--- src/rtl/whack_a_mole_game_controller.sv ---
// Whack-a-mole game controller: owns the game FSM, millisecond timebase,
// pre-game countdown, game timer, mole up/down pacing, difficulty level and
// the persistent high score.
// Ports:
//   clk, rst                     clock, synchronous active-high reset
//   start_pressed, pause_pressed one-cycle debounced button pulses
//   hit, miss                    one-cycle pulses from the hit logic
//   score                        current score from the score keeper
//   state                        0 IDLE, 1 COUNTDOWN, 2 PLAY, 3 PAUSED, 4 GAME_OVER
//   game_in_progress             high only in PLAY
//   countdown_value              pre-game seconds remaining
//   seconds_left, ms_left        game time remaining (seconds rounded up, ms)
//   mole_up, mole_tick           mole phase level, pulse on each new up phase
//   level                        current difficulty level
//   game_over_pulse              pulse on PLAY->GAME_OVER
//   high_score, new_high_score   best score since reset, last game beat it
module whack_a_mole_game_controller #(
  parameter int unsigned CLKS_PER_MS         = 50000,
  parameter int unsigned GAME_LENGTH_SECONDS = 20,
  parameter int unsigned COUNTDOWN_SECONDS   = 3,
  parameter int unsigned MOLE_UP_MS_START    = 2000,
  parameter int unsigned MOLE_UP_MS_MIN      = 500,
  parameter int unsigned MOLE_UP_STEP_MS     = 250,
  parameter int unsigned MOLE_DOWN_MS        = 1000,
  parameter int unsigned HITS_PER_LEVEL      = 5,
  parameter int unsigned NUM_LEVELS          = 8,
  parameter int unsigned MAX_SCORE           = 9999
) (
  input  logic                                                              clk,
  input  logic                                                              rst,
  input  logic                                                              start_pressed,
  input  logic                                                              pause_pressed,
  input  logic                                                              hit,
  input  logic                                                              miss,
  input  logic [$clog2(MAX_SCORE+1)-1:0]                                    score,
  output logic [2:0]                                                        state,
  output logic                                                              game_in_progress,
  output logic [((COUNTDOWN_SECONDS == 0) ? 1 : $clog2(COUNTDOWN_SECONDS+1))-1:0] countdown_value,
  output logic [$clog2(GAME_LENGTH_SECONDS+1)-1:0]                          seconds_left,
  output logic [$clog2(GAME_LENGTH_SECONDS*1000+1)-1:0]                     ms_left,
  output logic                                                              mole_up,
  output logic                                                              mole_tick,
  output logic [((NUM_LEVELS > 1) ? $clog2(NUM_LEVELS) : 1)-1:0]            level,
  output logic                                                              game_over_pulse,
  output logic [$clog2(MAX_SCORE+1)-1:0]                                    high_score,
  output logic                                                              new_high_score
);

  localparam int unsigned SCORE_W = $clog2(MAX_SCORE+1);
  localparam int unsigned CD_W    = (COUNTDOWN_SECONDS == 0) ? 1 : $clog2(COUNTDOWN_SECONDS+1);
  localparam int unsigned SEC_W   = $clog2(GAME_LENGTH_SECONDS+1);
  localparam int unsigned MS_W    = $clog2(GAME_LENGTH_SECONDS*1000+1);
  localparam int unsigned LVL_W   = (NUM_LEVELS > 1) ? $clog2(NUM_LEVELS) : 1;
  localparam int unsigned PRE_W   = (CLKS_PER_MS > 1) ? $clog2(CLKS_PER_MS) : 1;
  localparam int unsigned STK_W   = $clog2(HITS_PER_LEVEL+1);
  localparam int unsigned PH_MAX0 = (MOLE_UP_MS_START > MOLE_DOWN_MS) ? MOLE_UP_MS_START : MOLE_DOWN_MS;
  localparam int unsigned PH_MAX  = (PH_MAX0 > MOLE_UP_MS_MIN) ? PH_MAX0 : MOLE_UP_MS_MIN;
  localparam int unsigned PH_W    = $clog2(PH_MAX+1);
  localparam int unsigned MSEC_W  = 10;

  typedef enum logic [2:0] {
    S_IDLE      = 3'd0,
    S_COUNTDOWN = 3'd1,
    S_PLAY      = 3'd2,
    S_PAUSED    = 3'd3,
    S_GAME_OVER = 3'd4
  } state_t;

  state_t               r_state,   w_state_nxt;
  logic [PRE_W-1:0]     r_presc,   w_presc_nxt;
  logic [MSEC_W-1:0]    r_msec,    w_msec_nxt;
  logic [CD_W-1:0]      r_cd,      w_cd_nxt;
  logic [SEC_W-1:0]     r_sec,     w_sec_nxt;
  logic [MS_W-1:0]      r_ms_left, w_ms_left_nxt;
  logic [PH_W-1:0]      r_phase,   w_phase_nxt;
  logic                 r_mole_up, w_mole_up_nxt;
  logic                 r_mole_tick, w_mole_tick_nxt;
  logic [LVL_W-1:0]     r_level,   w_level_nxt;
  logic [STK_W-1:0]     r_streak,  w_streak_nxt;
  logic                 r_gop,     w_gop_nxt;
  logic                 r_gip,     w_gip_nxt;
  logic [SCORE_W-1:0]   r_high,    w_high_nxt;
  logic                 r_nhs,     w_nhs_nxt;
  logic                 w_ms_tick;
  logic                 w_play_entry;

  // Mole up-time for a level, clamped at the floor without unsigned underflow
  function automatic logic [PH_W-1:0] up_time(input logic [LVL_W-1:0] lvl);
    int unsigned red;
    red = 32'(lvl) * MOLE_UP_STEP_MS;
    if (red + MOLE_UP_MS_MIN >= MOLE_UP_MS_START) up_time = PH_W'(MOLE_UP_MS_MIN);
    else                                          up_time = PH_W'(MOLE_UP_MS_START - red);
  endfunction

  // State and datapath registers
  always_ff @(posedge clk) begin
    if (rst) begin
      r_state     <= S_IDLE;
      r_presc     <= '0;
      r_msec      <= '0;
      r_cd        <= '0;
      r_sec       <= '0;
      r_ms_left   <= '0;
      r_phase     <= '0;
      r_mole_up   <= 1'b0;
      r_mole_tick <= 1'b0;
      r_level     <= '0;
      r_streak    <= '0;
      r_gop       <= 1'b0;
      r_gip       <= 1'b0;
      r_high      <= '0;
      r_nhs       <= 1'b0;
    end else begin
      r_state     <= w_state_nxt;
      r_presc     <= w_presc_nxt;
      r_msec      <= w_msec_nxt;
      r_cd        <= w_cd_nxt;
      r_sec       <= w_sec_nxt;
      r_ms_left   <= w_ms_left_nxt;
      r_phase     <= w_phase_nxt;
      r_mole_up   <= w_mole_up_nxt;
      r_mole_tick <= w_mole_tick_nxt;
      r_level     <= w_level_nxt;
      r_streak    <= w_streak_nxt;
      r_gop       <= w_gop_nxt;
      r_gip       <= w_gip_nxt;
      r_high      <= w_high_nxt;
      r_nhs       <= w_nhs_nxt;
    end
  end

  // Next-state and next-output logic
  always_comb begin
    w_state_nxt     = r_state;
    w_presc_nxt     = r_presc;
    w_msec_nxt      = r_msec;
    w_cd_nxt        = r_cd;
    w_sec_nxt       = r_sec;
    w_ms_left_nxt   = r_ms_left;
    w_phase_nxt     = r_phase;
    w_mole_up_nxt   = r_mole_up;
    w_mole_tick_nxt = 1'b0;
    w_level_nxt     = r_level;
    w_streak_nxt    = r_streak;
    w_gop_nxt       = 1'b0;
    w_high_nxt      = r_high;
    w_nhs_nxt       = r_nhs;
    w_play_entry    = 1'b0;
    w_ms_tick       = ((r_state == S_COUNTDOWN) || (r_state == S_PLAY)) &&
                      (r_presc == PRE_W'(CLKS_PER_MS - 1));

    case (r_state)
      S_IDLE, S_GAME_OVER: begin
        w_presc_nxt = '0;
        w_msec_nxt  = '0;
        if (start_pressed) begin
          w_nhs_nxt = 1'b0;
          if (COUNTDOWN_SECONDS == 0) begin
            w_play_entry = 1'b1;
          end else begin
            w_cd_nxt    = CD_W'(COUNTDOWN_SECONDS);
            w_state_nxt = S_COUNTDOWN;
          end
        end
      end
      S_COUNTDOWN: begin
        w_presc_nxt = w_ms_tick ? '0 : r_presc + PRE_W'(1);
        if (w_ms_tick) begin
          if (r_msec == MSEC_W'(999)) begin
            w_msec_nxt = '0;
            w_cd_nxt   = r_cd - CD_W'(1);
            if (r_cd == CD_W'(1)) w_play_entry = 1'b1;
          end else begin
            w_msec_nxt = r_msec + MSEC_W'(1);
          end
        end
      end
      S_PLAY: begin
        w_presc_nxt = w_ms_tick ? '0 : r_presc + PRE_W'(1);
        // Hit streak and level; miss wins over a simultaneous hit
        if (miss) begin
          w_streak_nxt = '0;
        end else if (hit) begin
          if (r_streak == STK_W'(HITS_PER_LEVEL - 1)) begin
            w_streak_nxt = '0;
            if (r_level != LVL_W'(NUM_LEVELS - 1)) w_level_nxt = r_level + LVL_W'(1);
          end else begin
            w_streak_nxt = r_streak + STK_W'(1);
          end
        end
        if (w_ms_tick && (r_ms_left == MS_W'(1))) begin
          // Game end overrides any mole phase expiry and pause in this cycle
          w_state_nxt   = S_GAME_OVER;
          w_gop_nxt     = 1'b1;
          w_ms_left_nxt = '0;
          w_sec_nxt     = '0;
          w_msec_nxt    = '0;
          w_mole_up_nxt = 1'b0;
          if (score > r_high) begin
            w_high_nxt = score;
            w_nhs_nxt  = 1'b1;
          end
        end else begin
          if (w_ms_tick) begin
            w_ms_left_nxt = r_ms_left - MS_W'(1);
            if (r_msec == MSEC_W'(999)) begin
              w_msec_nxt = '0;
              w_sec_nxt  = r_sec - SEC_W'(1);
            end else begin
              w_msec_nxt = r_msec + MSEC_W'(1);
            end
            // Up-load samples the current level, so level changes apply at the next up phase
            if (r_phase == PH_W'(1)) begin
              w_mole_up_nxt = ~r_mole_up;
              if (r_mole_up) begin
                w_phase_nxt = PH_W'(MOLE_DOWN_MS);
              end else begin
                w_phase_nxt     = up_time(r_level);
                w_mole_tick_nxt = 1'b1;
              end
            end else begin
              w_phase_nxt = r_phase - PH_W'(1);
            end
          end
          if (pause_pressed) w_state_nxt = S_PAUSED;
        end
      end
      S_PAUSED: begin
        if (start_pressed || pause_pressed) w_state_nxt = S_PLAY;
      end
      default: w_state_nxt = S_IDLE;
    endcase

    if (w_play_entry) begin
      w_state_nxt     = S_PLAY;
      w_presc_nxt     = '0;
      w_msec_nxt      = '0;
      w_ms_left_nxt   = MS_W'(GAME_LENGTH_SECONDS * 1000);
      w_sec_nxt       = SEC_W'(GAME_LENGTH_SECONDS);
      w_level_nxt     = '0;
      w_streak_nxt    = '0;
      w_mole_up_nxt   = 1'b1;
      w_mole_tick_nxt = 1'b1;
      w_phase_nxt     = up_time(LVL_W'(0));
    end

    w_gip_nxt = (w_state_nxt == S_PLAY);
  end

  assign state            = r_state;
  assign game_in_progress = r_gip;
  assign countdown_value  = r_cd;
  assign seconds_left     = r_sec;
  assign ms_left          = r_ms_left;
  assign mole_up          = r_mole_up;
  assign mole_tick        = r_mole_tick;
  assign level            = r_level;
  assign game_over_pulse  = r_gop;
  assign high_score       = r_high;
  assign new_high_score   = r_nhs;

endmodule

--- config.mk ---
export PLATFORM = sky130hd
export DESIGN_NAME = whack_a_mole_game_controller
export DESIGN_NICKNAME = d
export VERILOG_FILES = /design/src/rtl/whack_a_mole_game_controller.sv
export SDC_FILE = /design/constraint.sdc
export NUM_CORES = 1
export LEC_CHECK = 0
export BUFFER_PORTS_ARGS = -buffer_cell sky130_fd_sc_hd__buf_2
export CORE_ASPECT_RATIO = 0.8
export CORE_MARGIN = 4
export CORE_UTILIZATION = 50
export CTS_BUF_LIST = sky130_fd_sc_hd__clkbuf_4
export CTS_CLUSTER_DIAMETER = 30
export CTS_CLUSTER_SIZE = 24
export DETAILED_ROUTE_END_ITERATION = 8
export GPL_TIMING_DRIVEN = 1
export PLACE_DENSITY = 0.73
export SLEW_MARGIN = 10
export SYNTH_ARGS = -nofsm -noshare
export SYNTH_HDL_FRONTEND = slang
export SYNTH_SLANG_ARGS = --single-unit
export TNS_END_PERCENT = 30
--- constraint.sdc ---
create_clock -name clk -period 5.51 [get_ports clk]
set_clock_uncertainty 0.15 [all_clocks]
set_input_delay 1.102 -clock clk [delete_from_list [all_inputs] [get_ports clk]]
set_output_delay 1.102 -clock clk [all_outputs]
set_load 0.01 [all_outputs]
==> metrics.txt <==
Worst path slowest cell or4_1; type of the tightest min-delay check reg -> reg; number of resized instances in the post-cts repair step 0; gate family responsible for the most delay along the worst path simple AND/OR/NAND/NOR gates; part of the Yosys area used for sequential elements 32.74%; number of DRC violations after detailed-routing iteration 0 428; fraction of final layout cells sized beyond drive strength 1 13.48%; count of nets left with antenna violations after detail routing 0; Critical Path Sink Type register; Syn Nets 729; final critical-path share of the clock period 63.19%; post-synthesis instance area 5320 um2; clock transition time at the flip-flop clock pins of the worst setup and hold paths 130 ps; aggregate negative setup slack 0 ps; Buf+Inv Stages, Crit Path 0; static leakage power 2.255 nW; Die ar. 12360 um2; Syn Inst Count 670; number of antenna violations at the first check in global routing 0; series of cell instances along the critical path nor4bb_1 > nand4_1 > or4_1 > nand2_2 > nor3_1; footprint of the multi-input gates 3319 um2; worst relative slew slack 36.34%; required time of the worst setup path 5670 ps; layout net count 781; maximum fanout encountered on the critical timing path 42; power density cells 175.4 nW/um2; post-DR vias/cell 6.067; Avg Inst Size Synth 7.940 um2; most used cells in the layout excluding fill and tap cells dfxtp_1 (87), nor2_1 (86), a21oi_1 (68); final weighted congestion in routability-driven placement 0.8792; total detailed-routing wirelength 14010 um; min cycle time layout 3482 ps; floorplan die width 123.3 um; grt ovf 0; clock root buffer clkbuf_4; Post-Route Hold Slack 339.1 ps; Avg WL per Cell 16.16 um; maximum cell stage delay along the critical path 760 ps; pins over their slew limit 0; number of buffers inserted by port buffering 66; ys async rst share 0%; FF+latch count, synth 87; startpoint-to-endpoint class of the critical path reg -> reg; flip-flop and latch area 1742 um2; FF-to-FF End r_phase[3]; primary flip-flop cell chosen by synthesis mapping dfxtp_1; Achievable Freq 287.2 MHz; H-Tree Level Count 3; Reg2Reg Launch Point r_presc[9]; Fin. Hold Viols 0; clk sinks 87; clock tree from TritonCTS done; internal reg-to-reg setup slack 2030 ps; number of setup buffers added after CTS 0; Clk Latency, worst-skew pair 460 ps; number of fillers in the final layout 976; Worst Hold Path EP r_phase[6]; Worst Hold Launch r_phase[6]; deepest clock path buffer count 2; most common cell after layout, fill and taps aside dfxtp_1; antenna diode count 0; number of cell instances on the worst register-to-register path 5; global-route usage over all layers 22.96%; result of the run finished clean; Area growth syn-to-layout 9.666%; die boundary height 100.3 um; count of final setup violators 0; number of hold-repair buffers added at the cts stage 0; wire length of the first global-routing pass 23110 um; pin count of the biggest net entering global routing 43; transition time of the tightest slew-check pin 951.4 ps; post-detailed-placement half-perimeter wirelength 10110 um; worst voltage drop across the vdd grid 82.42 uV; post-route DRC violation count 0; arrival time at the worst endpoint 3640 ps; hold path depth 2; Core Footprint 10320 um2; Pre-Repair DR Iteration Count 5; count of maximum capacitance violations 0; via count of the first global-routing pass 4838; std cell rows 33; setup repair after global routing missed its margin no; total vias in the final route 5260; number of buffers inserted during clock tree synthesis 9; top-level I/O count 67; Critical Path Source Type register; Synth Warn # 0; initial core utilization 51.54%; count of different cell masters after synthesis 59; count of flip-flops with a built-in enable after synthesis 0
flip-flops by register name, indices dropped and copies added, names as in the netlist:
signal / cells
countdown_value: 2
ms_left: 15
state: 3
r_streak: 3
r_msec: 10
seconds_left: 5
new_high_score: 1
r_phase: 11
game_over_pulse: 1
level: 3
game_in_progress: 1
mole_tick: 1
r_presc: 16
mole_up: 1
high_score: 14
worst register-to-register path: stages, from the launching register on:
cell and delay, ps:
dfxtp_1 420, nor4bb_1 490, nand4_1 650, or4_1 760, nand2_2 720, nor3_1 150
power breakdown:
part	total (mW)	leakage [nW]	switching, mW	internal (mW)
registers	0.636	0.701	0.00405	0.632
logic	0.0722	1.49	0.0478	0.0244
clock network	0.315	0.0610	0.226	0.0890
total	1.02	2.26	0.278	0.745
synth_stat cells (12+ instances only):
cell      number  area share (%)
nor3_1        34             3.2
inv_1         39             2.8
o21ai_0       43             4.0
or3_1         12             1.4
nand2_1       42             3.0
mux2i_1       18             3.4
a21oi_1       68             6.4
clkbuf_1      21             1.5
ha_1          35             8.2
dfxtp_1       87              33
nor4_1        12             1.4
nand3_1       15             1.4
nor2_1        86             6.1
through the flow:
stage	utilization [%]	instances	setup slack (ps)	area [um2]	total power, mW
6_report	56.52	867	2028	5834	1.023
5_1_grt	56.52	867	1750	5834	1.072
4_1_cts	56.52	867	2026	5834	1.033
3_5_place_dp	55.49	851	2051	5728	0.7202
3_3_place_gp	55.49	851	2172	5728	0.7187
2_1_floorplan	-	670	2225	5320	0.6957
cell type report:
| class | count | area share, % |
|---|---|---|
| timing repair buffer | 68 | 5.919 |
| inverter | 39 | 2.509 |
| multi-input combinational | 517 | 56.89 |
| clock inverter | 7 | 0.6648 |
| clock buffer | 9 | 1.158 |
| sequential | 87 | 29.85 |
| tap | 140 | 3.002 |
metal layers:
metal / wire length (um) / vias up / track usage, %
li1: - / 2557 / -
met1: 6268 / 2427 / 30.18
met2: 6320 / 246 / 37.22
met3: 1164 / 30 / 5.915
met4: 256 / 0 / 6.809
met5: 0 / - / 0
worst max path at each step:
stage / start / end / slack [ps] / depth (start not counted)
2_1_floorplan: level[0] / r_phase[10] / 2230 / 10
3_3_place_gp: level[0] / r_phase[10] / 2170 / 10
3_5_place_dp: level[0] / r_phase[10] / 2050 / 10
4_1_cts: level[0] / r_phase[10] / 2030 / 10
5_1_grt: r_presc[8] / level[0] / 1750 / 5
6_report: r_presc[9] / r_phase[3] / 2030 / 5
kinds of logic after synthesis:
logic type / Yosys count / synth area share, %
xor+xnor: 14 / 2.305
flops: 87 / 32.74
mux: 19 / 3.598
buf+inv: 66 / 4.915
simple gates: 267 / 26.11
fa+ha+maj: 39 / 9.737
compound gates: 178 / 20.60
(Power assumes the default switching activity.)
